File: src/rtl/flt2int_sched.sv
// Round-robin scheduler that shares one flt2int core among NREQ requesters.
// Moves each operand through the core's data memory and returns the result on a response bus.
module flt2int_sched #(
    parameter int unsigned NREQ    = 2,
    parameter int unsigned TIMEOUT = 255,
    parameter int unsigned A_OPHI  = 4,
    parameter int unsigned A_RESHI = 6
) (
    input  logic                 clk,
    input  logic                 reset,
    input  logic [NREQ-1:0]      rq_valid,
    input  logic [16*NREQ-1:0]   rq_data,
    output logic [NREQ-1:0]      rq_ready,
    output logic                 resp_valid,
    output logic [2:0]           resp_id,
    output logic [15:0]          resp_data,
    output logic                 resp_err,
    output logic                 dm_we,
    output logic [7:0]           dm_addr,
    output logic [7:0]           dm_wdata,
    input  logic [7:0]           dm_rdata,
    output logic                 core_req,
    input  logic                 core_ack,
    output logic                 busy,
    output logic [7:0]           jobs_done
);

    localparam logic [2:0] StIdle  = 3'd0;
    localparam logic [2:0] StWrHi  = 3'd1;
    localparam logic [2:0] StWrLo  = 3'd2;
    localparam logic [2:0] StStart = 3'd3;
    localparam logic [2:0] StWait  = 3'd4;
    localparam logic [2:0] StRdHi  = 3'd5;
    localparam logic [2:0] StRdLo  = 3'd6;
    localparam logic [2:0] StResp  = 3'd7;

    logic [2:0]   state_q, state_d;
    logic [2:0]   ptr_q, ptr_d;
    logic [2:0]   id_q, id_d;
    logic [15:0]  op_q, op_d;
    logic         err_q, err_d;
    logic [15:0]  cnt_q, cnt_d;
    logic [7:0]   res_hi_q, res_hi_d;
    logic [2:0]   resp_id_q, resp_id_d;
    logic [15:0]  resp_data_q, resp_data_d;
    logic         resp_err_q, resp_err_d;
    logic [7:0]   jobs_q, jobs_d;

    logic [7:0]   valid_pad;
    logic [127:0] data_pad;
    logic [3:0]   cand;
    logic [3:0]   ptr_nxt;
    logic         gnt_found;
    logic [2:0]   gnt_idx;
    logic [15:0]  resp_now;

    // Cyclic search for the first valid request at or after the pointer.
    always_comb begin
        valid_pad = 8'(rq_valid);
        data_pad  = 128'(rq_data);
        gnt_found = 1'b0;
        gnt_idx   = 3'd0;
        cand      = 4'd0;
        for (int unsigned k = 0; k < NREQ; k++) begin
            cand = {1'b0, ptr_q} + 4'(k);
            if (cand >= 4'(NREQ)) begin
                cand = cand - 4'(NREQ);
            end
            if (!gnt_found && valid_pad[cand[2:0]]) begin
                gnt_found = 1'b1;
                gnt_idx   = cand[2:0];
            end
        end
        ptr_nxt = {1'b0, gnt_idx} + 4'd1;
    end

    assign resp_now = err_q ? 16'h0000 : {res_hi_q, dm_rdata};

    always_comb begin
        state_d     = state_q;
        ptr_d       = ptr_q;
        id_d        = id_q;
        op_d        = op_q;
        err_d       = err_q;
        cnt_d       = cnt_q;
        res_hi_d    = res_hi_q;
        resp_id_d   = resp_id_q;
        resp_data_d = resp_data_q;
        resp_err_d  = resp_err_q;
        jobs_d      = jobs_q;
        rq_ready    = '0;
        dm_we       = 1'b0;
        dm_addr     = 8'd0;
        dm_wdata    = 8'd0;
        core_req    = 1'b0;
        case (state_q)
            StIdle: begin
                // Grant is masked while reset is held so rq_ready stays low.
                if (gnt_found && !reset) begin
                    rq_ready = NREQ'(1) << gnt_idx;
                    id_d     = gnt_idx;
                    op_d     = data_pad[{gnt_idx, 4'b0000} +: 16];
                    err_d    = 1'b0;
                    ptr_d    = (ptr_nxt == 4'(NREQ)) ? 3'd0 : ptr_nxt[2:0];
                    state_d  = StWrHi;
                end
            end
            StWrHi: begin
                dm_we    = 1'b1;
                dm_addr  = 8'(A_OPHI);
                dm_wdata = op_q[15:8];
                state_d  = StWrLo;
            end
            StWrLo: begin
                dm_we    = 1'b1;
                dm_addr  = 8'(A_OPHI + 1);
                dm_wdata = op_q[7:0];
                state_d  = StStart;
            end
            StStart: begin
                core_req = 1'b1;
                cnt_d    = 16'd0;
                state_d  = StWait;
            end
            StWait: begin
                if (core_ack) begin
                    state_d = StRdHi;
                end else begin
                    cnt_d = cnt_q + 16'd1;
                    if (({1'b0, cnt_q} + 17'd1) == 17'(TIMEOUT)) begin
                        err_d   = 1'b1;
                        state_d = StResp;
                    end
                end
            end
            StRdHi: begin
                dm_addr = 8'(A_RESHI);
                state_d = StRdLo;
            end
            StRdLo: begin
                dm_addr  = 8'(A_RESHI + 1);
                res_hi_d = dm_rdata;
                state_d  = StResp;
            end
            StResp: begin
                resp_id_d   = id_q;
                resp_err_d  = err_q;
                resp_data_d = resp_now;
                jobs_d      = jobs_q + 8'd1;
                state_d     = StIdle;
            end
            default: state_d = StIdle;
        endcase
    end

    always_ff @(posedge clk or posedge reset) begin
        if (reset) begin
            state_q     <= StIdle;
            ptr_q       <= 3'd0;
            id_q        <= 3'd0;
            op_q        <= 16'd0;
            err_q       <= 1'b0;
            cnt_q       <= 16'd0;
            res_hi_q    <= 8'd0;
            resp_id_q   <= 3'd0;
            resp_data_q <= 16'd0;
            resp_err_q  <= 1'b0;
            jobs_q      <= 8'd0;
        end else begin
            state_q     <= state_d;
            ptr_q       <= ptr_d;
            id_q        <= id_d;
            op_q        <= op_d;
            err_q       <= err_d;
            cnt_q       <= cnt_d;
            res_hi_q    <= res_hi_d;
            resp_id_q   <= resp_id_d;
            resp_data_q <= resp_data_d;
            resp_err_q  <= resp_err_d;
            jobs_q      <= jobs_d;
        end
    end

    // The low result byte arrives during RESP itself, so the live value bypasses the hold regs.
    assign resp_valid = (state_q == StResp);
    assign resp_id    = resp_valid ? id_q : resp_id_q;
    assign resp_data  = resp_valid ? resp_now : resp_data_q;
    assign resp_err   = resp_valid ? err_q : resp_err_q;
    assign busy       = (state_q != StIdle);
    assign jobs_done  = jobs_q;

endmodule

File: config.mk
export PLATFORM = sky130hd
export DESIGN_NAME = flt2int_sched
export DESIGN_NICKNAME = d
export VERILOG_FILES = /design/src/rtl/flt2int_sched.sv
export SDC_FILE = /design/constraint.sdc
export NUM_CORES = 1
export LEC_CHECK = 0
export ABC_AREA = 1
export BUFFER_PORTS_ARGS = -buffer_cell sky130_fd_sc_hd__buf_2
export CAP_MARGIN = 10
export CORE_ASPECT_RATIO = 1.2
export CORE_MARGIN = 5
export CORE_UTILIZATION = 23
export CTS_BUF_LIST = sky130_fd_sc_hd__clkbuf_4 sky130_fd_sc_hd__clkbuf_8
export DETAILED_ROUTE_END_ITERATION = 8
export GPL_TIMING_DRIVEN = 0
export SLEW_MARGIN = 15
export SYNTH_ARGS = -nofsm -noshare
export SYNTH_HDL_FRONTEND = slang
export SYNTH_SLANG_ARGS = --single-unit
File: constraint.sdc
create_clock -name clk -period 7.3 [get_ports clk]
set_input_delay 1.46 -clock clk [delete_from_list [all_inputs] [get_ports clk]]
set_output_delay 1.46 -clock clk [all_outputs]
set_load 0.02 [all_outputs]
* Yosys cells after proc, flatten, opt, wreduce, memory -nomap -nowiden
Cells that the tools add are included.
Word-level totals: register bits 78, logic and storage cells 81, bits of input ports 45, output and inout bits 50
Cells by class: $add $sub $neg 7, order comparisons 4, reduce and logical (&&, ||, !) cells 13, mux-type cells 31, shifts and indexed selects 2, equal/unequal tests 13
Operators by type and width (count):
- $shiftx A128 B8 Y16 | 1
- $mux W16 | 3
- $pmux W16 S2 | 1
- $mux W3 | 9
- $pmux W3 S8 | 1
- $add A16 B1 Y17 const B | 1
- $eq A17 B8 Y1 const B | 1
- $add A16 B1 Y16 const B | 1
- $pmux W8 S2 | 1
- $eq A3 B3 Y1 const B | 4
- $pmux W3 S4 | 1
- $mux W1 | 10
- $add A3 B1 Y4 const B | 2
- $add A8 B1 Y8 const B | 1
- $lt A3 B4 Y1 const B | 2
- $bmux W1 S3 | 2
- $eq A3 B2 Y1 const B | 2
- $ne A2 B2 Y1 const B | 3
- $reduce_and A2 Y1 | 3
- $sub A3 B2 Y3 const B | 2
- $eq A4 B2 Y1 const B | 1
- $ge A4 B2 Y1 const B | 1
- $mux W2 | 2
- $reduce_and A4 Y1 | 1
- other kinds (11) | 14

* Depth between registers and ports, before layout
Gate-level depths: netlist (run 1).
depth after elaboration 11, gate-level depth with buffers 13, depth with buffers taken out 13

* Worst setup path after synthesis (run 1)
No wires, ideal clock.
path type in2out, start point in reset, end point out rq_ready[0], slack 1.838 ns, stages 6, path buffers 1, required time 5.840 ns, arrival time 4.002 ns, path through inv_1 > nand2_2 > nor2_8 > buf_2 > nand2_1 > inv_1
On the way: cells in the longest elaborated chain, start to end 4
RTL lines:
- start: declaration | line 10 | input logic reset,
- $logic_not A1 Y1 (no line)
- $logic_and A1 B1 Y1 | line 99 | if (gnt_found && !reset) begin
- $mux W2 | line 99
- $mux W2 | line 96 | case (state_q)
- end: declaration | line 13 | output logic [NREQ-1:0] rq_ready,
Every way passes these cells.

* Worst setup path in the final report (run 1)
Same ends and word-level chain as after synthesis.

==> results of run 1 <==
==> cell type report <==
cell class / instances / area (sq um)
timing repair buffer: 90 / 473
clock buffer: 10 / 138
clock inverter: 6 / 93.8
tap: 220 / 275
sequential: 78 / 1950
inverter: 60 / 230
fill: 1938 / 12400
buffer: 16 / 104
multi-input combinational: 377 / 1790
==> cell families after synthesis <==
kind of cell,synth area share
fa+ha+maj,0.0216
other cells,0.00185
simple gates,0.306
xor+xnor,0.0173
buf+inv,0.0818
compound gates,0.0899
flops,0.482
==> per-stage QoR <==
step	cells	hold WS, ps	cell area (sq um)
after floorplan	531	436	4070
after global placement	840	450	4790
after detailed placement	841	460	4820
after CTS	857	477	5050
after global routing	857	510	5050
final	857	468	5050
==> how the worst max path moves through the flow <==
stage	from	to	slack, ps	cells after the start
2_1_floorplan	reset	rq_ready[0]	1840	6
3_3_place_gp	reset	rq_ready[0]	750	8
3_5_place_dp	reset	rq_ready[0]	2930	8
4_1_cts	reset	rq_ready[0]	2920	8
5_1_grt	rq_valid[1]	rq_ready[0]	2760	13
6_report	reset	rq_ready[0]	2970	8
==> registers in the layout (all words and copies together) (netlist names) <==
| register | flops |
|---|---|
| cnt_q | 16 |
| err_q | 1 |
| id_q | 3 |
| jobs_done | 8 |
| op_q | 16 |
| ptr_q | 3 |
| res_hi_q | 8 |
| resp_data_q | 16 |
| resp_err_q | 1 |
| resp_id_q | 3 |
| state_q | 3 |
==> power breakdown <==
part,leakage [nW],internal [mW],total [mW],switching (mW)
combinational,1.57,0.298,0.906,0.609
clock,0.113,0.204,0.377,0.173
sequential,1.01,0.585,0.678,0.0934
total,2.69,1.09,1.96,0.875
==> synth_stat cells <==
cell type  number  share of area
nand2_1       200           0.19
dfrtp_1        78           0.48
inv_1          55          0.051
o21ai_0        44          0.054
nor2_1         36          0.033
nand3_1        28          0.035
nand4_1        10          0.015
a22o_1          8          0.017
ha_1            7          0.022
buf_4           6          0.011
buf_2           5         0.0062
nor2_2          5         0.0077
xnor2_1         5          0.011
a21oi_1         4         0.0049
inv_2           4         0.0037
nor3_1          4         0.0049
o22ai_1         4         0.0062
clkbuf_1        3         0.0028
nand2_2         3         0.0046
xor2_1          3         0.0065
buf_6           2         0.0056
conb_1          2         0.0019
nor2_4          2         0.0056
nor2_8          2         0.0099
inv_4           1         0.0015
nand3_2         1         0.0025
nand3b_1        1         0.0019
o21a_1          1         0.0019
o21ai_1         1         0.0012
o21ai_4         1         0.0040
==> layer usage <==
layer / vias up / GRT usage
met3: 7 / 0.0307
met4: 0 / 0.0347
met2: 112 / 0.177
met5: - / 0
met1: 1644 / 0.129
li1: 1855 / -
==> worst reg2reg max path, stage by stage (launching register included) <==
cell      delay, ps
dfrtp_1         450
ha_1            340
nor3_1           50
o21ai_0         180
nand3_2         130
o21ai_4         340
buf_6           210
ha_1            230
nand3b_1        140
o21ai_0          80
==> flow_metrics.env, run 1 <==
export IMPL_startpoint_type="primary input"
export IMPL_top_layer_used="met4"
export IMPL_relSlewSlack=0.663
export IMPL_cts_root_buf="clkbuf_8"
export IMPL_avgSynthCellArea_sq_um=7.70
export IMPL_grt_pass1_vias=3625
export IMPL_cpPeakStageDelay_ps=360
export IMPL_setup_tns_ps=0
export IMPL_r2r_end="ptr_q[1]"
export IMPL_worstSkewPairLatency_ps=350
export IMPL_dr_wl_met3_um=714
export IMPL_die_area_sq_mm=0.0204
export IMPL_wl_met1_um=4660
export IMPL_r2r_cells=9
export IMPL_layout_common_cells="nand2_1, buf_2, dfrtp_1, inv_1, o21ai_0"
export IMPL_clock_sinks=78
export IMPL_route_met2_wl_um=5200
export IMPL_synth_cell_types=30
export IMPL_cap_violations=0
export IMPL_synth_seq_cells=78
export IMPL_worstMarginPinSlew_ps=505
export IMPL_cts_clk_slew_worst_paths_ps=80
export IMPL_grt_usage=0.105
export IMPL_drc=0
export IMPL_grt_pass1_wl_um=17700
export IMPL_cts_buffer_depth=2
export IMPL_start_util=0.232
export IMPL_cts_setup_buffers=0
export IMPL_postLayoutCoreUtil=0.290
export IMPL_rows=53
export IMPL_fmax_ghz=0.231
export IMPL_grt_ovfl_total=0
export IMPL_routabilityCongestion=0.811
export IMPL_crit_chain="buf_2 -> inv_4 -> nand2_2 -> nor2_8 -> buf_2 -> nand2_1 -> inv_1 -> buf_2"
export IMPL_cts_max_level=3
export IMPL_fin_worst_skew_ps=11.1
export IMPL_numCtsBuffers=9
export IMPL_area_growth_pct=24.7
export IMPL_via_count=3618
export IMPL_criticalPathCategory="primary input to output port"
export IMPL_finalSetupViolCount=0
export IMPL_antenna_found_initial=0
export IMPL_drv_slew=0
export IMPL_crit_arrival_ps=2870
export IMPL_powerDensity_mw_per_mm2=388
export IMPL_synth_cells=526
export IMPL_hold_class="register to register"
export IMPL_ys_seq_area_frac=0.482
export IMPL_detail_route_antenna_nets=0
export IMPL_setup_slack_ps=2970
export IMPL_final_nets=684
export IMPL_total_power_mw=1.96
export IMPL_rsz0062_at_grt="no"
export IMPL_hpwlAfterDp_um=8140
export IMPL_finalCriticalPeriod_ps=4330
export IMPL_dp_slack_ps=2930
export IMPL_synth_area_sq_mm=0.00405
export IMPL_drt_total_wl_um=10700
export IMPL_hold_viol=0
export IMPL_final_common_cell="nand2_1"
export IMPL_r2r_start="ptr_q[0]"
export IMPL_critPathCaptureType="output port"
export IMPL_ctsHoldBuffers=0
export IMPL_leakagePower_nw=2.69
export IMPL_cp_top_family="buffers and inverters"
export IMPL_vias_per_cell=4.22
export IMPL_cts_tree="yes"
export IMPL_peakVddDrop_mv=0.151
export IMPL_ctsResizeCount=0
export IMPL_drt_pass1_iter_count=7
export IMPL_core_sq_mm=0.0174
export IMPL_hold_end="jobs_done[7]"
export IMPL_reg2reg_slack_ps=5070
export IMPL_n_antenna_cell=0
export IMPL_post_drt_wl_per_cell_um=12.5
export IMPL_fin_crit_sh=0.593
export IMPL_die_x_um=131
export IMPL_drive_above_1_share=0.218
export IMPL_yosysWarnings=0
export IMPL_ios=95
export IMPL_grt_max_degree=46
export IMPL_cp_required_ps=5840
export IMPL_crit_fanout=35
export IMPL_die_h_um=155
export IMPL_outcome="completed"
export IMPL_io_buffers=89
export IMPL_crit_slowest_cell="inv_4"
export IMPL_drt_initial_drc_count=216
export IMPL_crit_buf_inv=5
export IMPL_worstHoldStart="jobs_done[7]"
export IMPL_hold_depth=1
export IMPL_path_common_cell="buf_2"
(Power assumes the default switching activity.)
==> run 2, diff against run 1 <==
- clock period: 7.3 -> 3.5 ns (I/O delays scaled with it)
==> run 2 against run 1 <==
Clock skew is 0.95 ps higher. Via count is 0.19% lower. Critical path type is now register to output port. Combinational power is 110% higher. Cell count is 0.23% higher. Largest power group unchanged.
==> flow_metrics.env, run 2 (synthesis gave the netlist of run 1 again) <==
export IMPL_grt_pass1_vias=3600
export IMPL_cts_clk_slew_worst_paths_ps=90
export IMPL_cts_buffer_depth=2
export IMPL_numCtsBuffers=9
export IMPL_cap_violations=0
export IMPL_hold_viol=0
export IMPL_core_sq_mm=0.0174
export IMPL_top_regs="cnt_q x16, op_q x16, resp_data_q x16"
export IMPL_cp_top_family="compound AO/OA/AOI/OAI gates"
export IMPL_peakVddDrop_mv=0.391
export IMPL_outcome="completed"
export IMPL_final_common_cell="nand2_1"
export IMPL_grt_usage=0.106
export IMPL_cts_setup_buffers=0
export IMPL_cp_required_ps=2800
export IMPL_antenna_found_initial=0
export IMPL_hold_class="primary input to async pin"
export IMPL_regArea_sq_mm=0.00195
export IMPL_relSlewSlack=0.538
export IMPL_clock_sinks=78
export IMPL_crit_fanout=11
export IMPL_crit_slowest_cell="dfrtp_1"
export IMPL_worstMarginPinSlew_ps=689
export IMPL_final_nets=686
export IMPL_drt_total_wl_um=10900
export IMPL_crit_arrival_ps=2420
export IMPL_total_power_mw=4.03
export IMPL_fin_worst_skew_ps=12.0
export IMPL_n_antenna_cell=0
export IMPL_powerDensity_mw_per_mm2=798
export IMPL_detail_route_antenna_nets=0
export IMPL_drt_pass1_iter_count=6
export IMPL_cts_max_level=3
export IMPL_rows=53
export IMPL_cpPeakStageDelay_ps=450
export IMPL_hpwlAfterDp_um=8290
export IMPL_fmax_ghz=0.321
export IMPL_start_util=0.232
export IMPL_drt_initial_drc_count=133
export IMPL_finalCriticalPeriod_ps=3120
export IMPL_die_h_um=155
export IMPL_crit_buf_inv=3
export IMPL_drv_slew=0
export IMPL_drive_above_1_share=0.221
export IMPL_routabilityCongestion=0.805
export IMPL_critPathCaptureType="output port"
export IMPL_cts_tree="yes"
export IMPL_post_place_cells=842
export IMPL_worstSetupStartpoint="ptr_q[0]"
export IMPL_layout_common_cells="nand2_1, buf_2, dfrtp_1, inv_1, o21ai_0"
export IMPL_criticalPathCategory="register to output port"
export IMPL_worstSkewPairLatency_ps=360
export IMPL_via_count=3611
export IMPL_fin_crit_sh=0.890
export IMPL_dp_slack_ps=75.4
export IMPL_area_growth_pct=24.6
export IMPL_crit_chain="ha_1 -> nor3_1 -> o21ai_0 -> nand3_2 -> o21ai_4 -> buf_6 -> nand2_1 -> inv_1 -> buf_2"
export IMPL_startpoint_type="register"
export IMPL_grt_max_degree=34
export IMPL_cts_root_buf="clkbuf_8"
export IMPL_io_buffers=89
export IMPL_grt_ovfl_total=0
export IMPL_leakagePower_nw=2.69
export IMPL_r2r_start="ptr_q[0]"
export IMPL_multi_input_area_sq_mm=0.00179
export IMPL_final_cell_count_no_fill=859
export IMPL_drc=0
export IMPL_vias_per_cell=4.20
export IMPL_setup_tns_ps=0
export IMPL_placed_area_sq_mm=0.00484
export IMPL_grt_pass1_wl_um=17600
export IMPL_post_drt_wl_per_cell_um=12.7
export IMPL_die_area_sq_mm=0.0204
export IMPL_setup_slack_ps=385
export IMPL_ios=95
export IMPL_design_area_sq_mm=0.00505
export IMPL_rsz0062_at_grt="no"
export IMPL_die_x_um=131
export IMPL_finalSetupViolCount=0
export IMPL_fill_cells=1924
-- run 2: cell types whose count changed in the layout (fill, tap and decap cells not counted) --
cell / previous run / this run
clkinv_4: 2 / 0
clkinvlp_4: 1 / 2
buf_12: 0 / 1
clkbuf_4: 0 / 1
clkinvlp_2: 0 / 1
clkinv_2: 0 / 2
bufinv_16: 2 / 1
inv_4: 2 / 1
-- run 2: power breakdown --
part	leakage, nW	switching, mW	internal [mW]
clock	0.103	0.348	0.357
sequential	1.01	0.197	1.22
combinational	1.57	1.29	0.622
total	2.69	1.83	2.20
-- run 2: final cells by class --
type                       count  area share
timing repair inverter         1    0.000991
timing repair buffer          91      0.0976
buffer                        16      0.0206
multi-input combinational    377       0.354
tap                          220      0.0545
clock buffer                  11      0.0287
inverter                      60      0.0458
clock inverter                 5      0.0112
sequential                    78       0.387
-- run 2: path summary, 6_finish.rpt --
check,endpoint,slack (ps),cells past startpoint
max,rq_ready[1],380,9
min,resp_data_q[14],350,2
max reg2reg,ptr_q[1],1260,9
min reg2reg,jobs_done[7],470,1
max in group asynchronous,cnt_q[7],2490,4
min in group clk,jobs_done[7],470,1
-- run 2: through the flow --
stage	util	hold WS [ps]
after floorplan	-	436
after global placement	0.275	450
after detailed placement	0.278	455
after CTS	0.289	452
after global routing	0.289	364
final	0.289	346
-- run 2: routing by layer --
layer | track usage | share of wire | wire (um)
met1 | 0.127 | 0.44 | 4770
met2 | 0.182 | 0.48 | 5260
met3 | 0.0291 | 0.058 | 634
met4 | 0.0406 | 0.025 | 268
met5 | 0 | 0 | 0
-- run 2: what timing repair did --
item | CTS | global route
hold buffers | 0 | 0
endpoints found under the setup margin | 0 | 1
resized for setup | 0 | 0
